[src/rtl/carry_save_pkg.sv]
// Shared constants for the three-operand carry-save adder.
package carry_save_pkg;

    localparam int unsigned DEFAULT_WIDTH = 4;
    localparam int unsigned RESULT_WIDTH  = DEFAULT_WIDTH + 2;

    // {Cout, S} for operands of width w: three operands add at most two bits of growth.
    function automatic int unsigned result_width(input int unsigned w);
        return w + 2;
    endfunction

endpackage

[src/rtl/carry_save_adder_full_adder.sv]
// Single-bit full adder used by both the carry-save and ripple stages.
module full_adder (
    input  logic a,
    input  logic b,
    input  logic cin,
    output logic s,
    output logic cout
);

    assign s    = a ^ b ^ cin;
    assign cout = (a & b) | (a & cin) | (b & cin);

endmodule

[src/rtl/carry_save_adder.sv]
// Two-stage pipelined A + B + C: registered carry-save layer, then a registered ripple resolve.
module carry_save_adder
    import carry_save_pkg::*;
#(
    parameter int unsigned WIDTH = DEFAULT_WIDTH
) (
    input  logic           clk,
    input  logic           rst_n,
    input  logic [0:WIDTH-1] A,
    input  logic [0:WIDTH-1] B,
    input  logic [0:WIDTH-1] C,
    output logic [0:WIDTH] S,
    output logic           Cout
);

    localparam int unsigned RW = result_width(WIDTH);

    logic [0:WIDTH-1] sv;
    logic [0:WIDTH-1] cv;
    logic [0:WIDTH-1] sv_q;
    logic [0:WIDTH-1] cv_q;

    genvar i;
    generate
        for (i = 0; i < WIDTH; i++) begin : g_csa
            full_adder u_fa (
                .a    (A[i]),
                .b    (B[i]),
                .cin  (C[i]),
                .s    (sv[i]),
                .cout (cv[i])
            );
        end
    endgenerate

    always_ff @(posedge clk or negedge rst_n) begin
        if (!rst_n) begin
            sv_q <= '0;
            cv_q <= '0;
        end else begin
            sv_q <= sv;
            cv_q <= cv;
        end
    end

    // Index 0 is the MSB, so the ripple runs from index WIDTH down to 0.
    logic [0:WIDTH]   op_x;
    logic [0:WIDTH]   op_y;
    logic [0:WIDTH]   sum;
    logic [0:WIDTH+1] carry;
    logic [0:RW-1]    result;

    assign op_x         = {1'b0, sv_q};
    assign op_y         = {cv_q, 1'b0};
    assign carry[WIDTH+1] = 1'b0;

    genvar j;
    generate
        for (j = 0; j <= WIDTH; j++) begin : g_rca
            full_adder u_fa (
                .a    (op_x[j]),
                .b    (op_y[j]),
                .cin  (carry[j+1]),
                .s    (sum[j]),
                .cout (carry[j])
            );
        end
    endgenerate

    assign result = {carry[0], sum};

    always_ff @(posedge clk or negedge rst_n) begin
        if (!rst_n) begin
            S    <= '0;
            Cout <= 1'b0;
        end else begin
            S    <= result[1:RW-1];
            Cout <= result[0];
        end
    end

endmodule

[config.mk]
export PLATFORM = sky130hd
export DESIGN_NAME = carry_save_adder
export DESIGN_NICKNAME = d
export VERILOG_FILES = /design/src/rtl/carry_save_pkg.sv /design/src/rtl/carry_save_adder_full_adder.sv /design/src/rtl/carry_save_adder.sv
export SDC_FILE = /design/constraint.sdc
export NUM_CORES = 1
export LEC_CHECK = 0
export BUFFER_PORTS_ARGS = -buffer_cell sky130_fd_sc_hd__buf_2
export CORE_AREA = 8 8 45 47
export DETAILED_ROUTE_END_ITERATION = 16
export DIE_AREA = 0 0 53 55
export HOLD_SLACK_MARGIN = 0.1
export PLACE_DENSITY_LB_ADDON = 0.3
export SETUP_SLACK_MARGIN = 0.5
export SYNTH_ARGS = -nofsm -noshare
export SYNTH_HDL_FRONTEND = slang
export SYNTH_HIERARCHICAL = 1
export SYNTH_SLANG_ARGS = --single-unit
[constraint.sdc]
create_clock -name clk -period 3 [get_ports clk]
set_clock_uncertainty 0.05 [all_clocks]
set_input_delay 0.15 -clock clk [delete_from_list [all_inputs] [get_ports clk]]
set_output_delay 0.15 -clock clk [all_outputs]
set_load 0.02 [all_outputs]
[Word-level counts from Yosys, hierarchy flattened]
Index checks and enable logic that the tools add are counted.
Storage, ports and cells
  register bits: 14
  logic and storage cells: 50
Operators by class
  bitwise gates (word level): 46
Operators with widths (count)
  $and 1x1->1: 20
  $xor 1x1->1: 14
  $or 1x1->1: 12

[Longest topological paths before layout]
  word-level depth: 8
  depth in mapped cells: 5

[By module]
Netlist, hierarchy kept.
By module, submodules not included
  carry_save_adder: instances 1, sequential area each 350.3 µm², area each 354.1 µm², cells each 15
  full_adder: instances 9, sequential area each 0.0 µm², area each 20.0 µm², cells each 1

[Worst setup path after synthesis]
No wires, ideal clock.
  kind: register to register
  from: reg sv_q[2] (netlist name)
  to: reg S[0] (netlist name)
  setup slack: 0.849 ns
  stages on the path, launching flop included: 5
  data required time: 2.814 ns
  arrival time: 1.966 ns
  path through: dfrtp_1 -> fa_1 -> fa_1 -> fa_1 -> fa_1
Between the ends
  longest elaborated chain between the ends: 8
  elaborated cells on any way between the ends: 10
  those cells by class: bitwise: 10
RTL lines
  start: declaration: line carry_save_adder.sv:20  | logic [0:WIDTH-1] sv_q;
  start signal: assignment: line carry_save_adder.sv:41  | sv_q <= sv;
  $and 1x1->1 (*): line carry_save_adder_full_adder.sv:11  | assign cout = (a & b) | (a & cin) | (b & cin);
  net carry (one bit): line carry_save_adder.sv:50  | logic [0:WIDTH+1] carry;
  $and 1x1->1: line carry_save_adder_full_adder.sv:11
  $or 1x1->1: line carry_save_adder_full_adder.sv:11
  $or 1x1->1 (*): line carry_save_adder_full_adder.sv:11
  net carry (one bit): line carry_save_adder.sv:50
  $and 1x1->1: line carry_save_adder_full_adder.sv:11
  $or 1x1->1: line carry_save_adder_full_adder.sv:11
  $or 1x1->1 (*): line carry_save_adder_full_adder.sv:11
  net carry (one bit): line carry_save_adder.sv:50
  $xor 1x1->1 (*): line carry_save_adder_full_adder.sv:10  | assign s = a ^ b ^ cin;
  net result (one bit): line carry_save_adder.sv:51  | logic [0:RW-1] result;
  end signal: assignment: line carry_save_adder.sv:77  | S <= result[1:RW-1];
  end: declaration: line carry_save_adder.sv:12  | output logic [0:WIDTH] S,
The timed path passes the listed nets; every way through them passes the cells marked *.

[Worst setup path after layout]
Ends and elaborated chain as after synthesis.

==> results.md <==
* MaxCap Viol Count at 0
* CTS tree: built
* Largest net degree at the start of global routing at 15
* Post-Layout Cell Count at 74
* Status: complete, no violations
* Initial antenna violation count at 0
* Hold Path Class: in2reg
* Pwr Total at 0.4897 mW
* Mapped cell area at 534.3 um2
* Clk_lat worst skew at 0.27 ns
* RSZ-0062 raised after global routing: no
* Buffers on Ports at 19
* GR Util All Layers at 0.07231
* Post-synthesis compound-gate area fraction at 0
* Area Growth Syn to Fin at 46.60%
* RD Place Congestion at 0.5898
* Post-synthesis mux area share at 0
* Vias in the first global route at 398
* Reg-to-Reg Start: sv_q[2]
* Internal reg-to-reg setup slack at 0.78 ns
* Yosys warns at 6
* WP data arrival at 2.32 ns
* Min Clock Period, post-route at 2.224 ns
* Syn Area/Cell at 22.26 um2
* Total gr overflow at 0
* Leak at 0.3719 nW
* Leading cell type in the layout, fill and taps excluded: buf_2
* # rows at 14
* Full die area at 2915 um2
* # placed instances at 61
* Final wirelength at 821 um
* Share of the yosys chip area belonging to registers at 0.6557
* Via count at 309
* Largest family of logic cells by synthesized area: adder cells
* CTS Buf Count at 3
* First DRT Iteration DRCs at 0
* Starting Density at 0.3861
* CP Class: reg2reg
* Period utilization at 0.7414
* Unique masters post-synth at 3
* CP Launch Type: register
* DR DRC count at 0
* Die Width at 53 um
* Cell area after layout at 783.3 um2
* Most frequent cells in the layout: buf_2, dfrtp_1, fa_1, dlygate4sd3_1
* Hold Violations, Final at 0
* H-tree Lvls at 1
* Post-CTS Setup Bufs at 0
* Worst-path fanout max at 1
* First-pass GRT wire length at 1566 um
* Critical path required time at 3.10 ns
* Root cell of the clock tree: clkbuf_4
* Kind of end point of the critical path: register
* End of the worst hold path: sv_q[1]
* Final worst slack at 0.7757 ns
* Hold Path Depth at 2
* Antenna viol nets, final at 0
* DP Area at 656.9 um2
* Post-Synth Simple-Gate Area at 0
* Adder-Cell Fraction of Synth Area at 0.3372
* Vias per cell at 4.176
* Clk pin slew, worst setup/hold paths at 0.08 ns
* F_max at 0.4496 GHz
* Reg2Reg Depth at 4
* Post-synthesis xor/xnor area fraction at 0
* R2r endpoint: S[0]
* Post_cts resized at 0
* # clock sinks at 14
* # IOs at 20
* Diodes inserted at 0
* Final TNS setup at 0 ns
* Core Area at 1384 um2
* Power density over the cells at 625.3 nW/um2
* Yosys reg bits at 14
* Routed wire length per instance at 11.09 um
* Cells after synthesis at 24
* Die height at 55 um
* Hold Path Origin: B[1]
* Setup violators final at 0
* Final nets at 82
* Layout cells sized above 1 at 0.3966
* VDD IR max at 0.3603 mV
* Clock Path Buffers at 2
* Final slew viol count at 0
* DR pass1 iterations at 1
* Pre-CTS setup slack at 0.7607 ns
## layer usage
metal | up-vias | global-route usage | part of all wire
li1 | 136 | - | -
met4 | 0 | 0 | 0
met5 | - | 0 | 0
met1 | 157 | 0.06536 | 0.38
met2 | 16 | 0.1348 | 0.49
met3 | 0 | 0.05348 | 0.13
## sequential cells by signal, indices dropped and copies added (netlist names)
register	count
Cout	1
sv_q	4
cv_q	4
S	5
## cells in the mapped netlist
cell type / count / area [um2]
dfrtp_1: 14 / 350.3
fa_1: 9 / 180.2
conb_1: 1 / 3.750
## critical path: stages (launching register included)
cell,delay (ns)
dfrtp_1,0.39
fa_1,0.43
fa_1,0.40
fa_1,0.40
fa_1,0.45
## report_power, final
group / switching, mW / internal (mW) / leakage [nW]
logic: 0.0691 / 0.0527 / 0.188
clock network: 0.0552 / 0.0736 / 0.0210
registers: 0.0123 / 0.227 / 0.163
total: 0.137 / 0.353 / 0.372
## what timing repair did
item / 4_1_cts / 5_1_grt
hold buffers: 8 / 1
hold endpoints to repair: 21 / 1
setup endpoints to repair: 0 / 0
## kinds of logic (layout without fill, tap and decap cells)
| family | after synthesis | after routing |
|---|---|---|
| adders and majority gates | 9 | 9 |
| buffers and inverters | 0 | 32 |
| DFF | 14 | 14 |
| other | 1 | 3 |
## per-stage QoR
stage | hold slack, ns | util
2_1_floorplan | -0.1956 | -
3_3_place_gp | -0.002519 | 0.4747
3_5_place_dp | 0.004943 | 0.4747
4_1_cts | 0.1034 | 0.5588
5_1_grt | 0.1072 | 0.5660
6_report | 0.1044 | 0.5660
## final cells by class
cell class	count	area, um2
flip-flops and latches	14	350.3
repair buffers	28	185.2
multi-input cells	12	191.4
well taps	16	20.02
clock buffers	4	36.28
fillers	108	600.6
## worst max path at each step
stage,startpoint,endpoint
after floorplan,sv_q[2],S[0]
after global placement,sv_q[2],S[0]
after detailed placement,sv_q[2],S[0]
after CTS,sv_q[2],S[0]
after global routing,sv_q[2],S[0]
final,sv_q[2],S[0]
(Power assumes the default switching activity.)
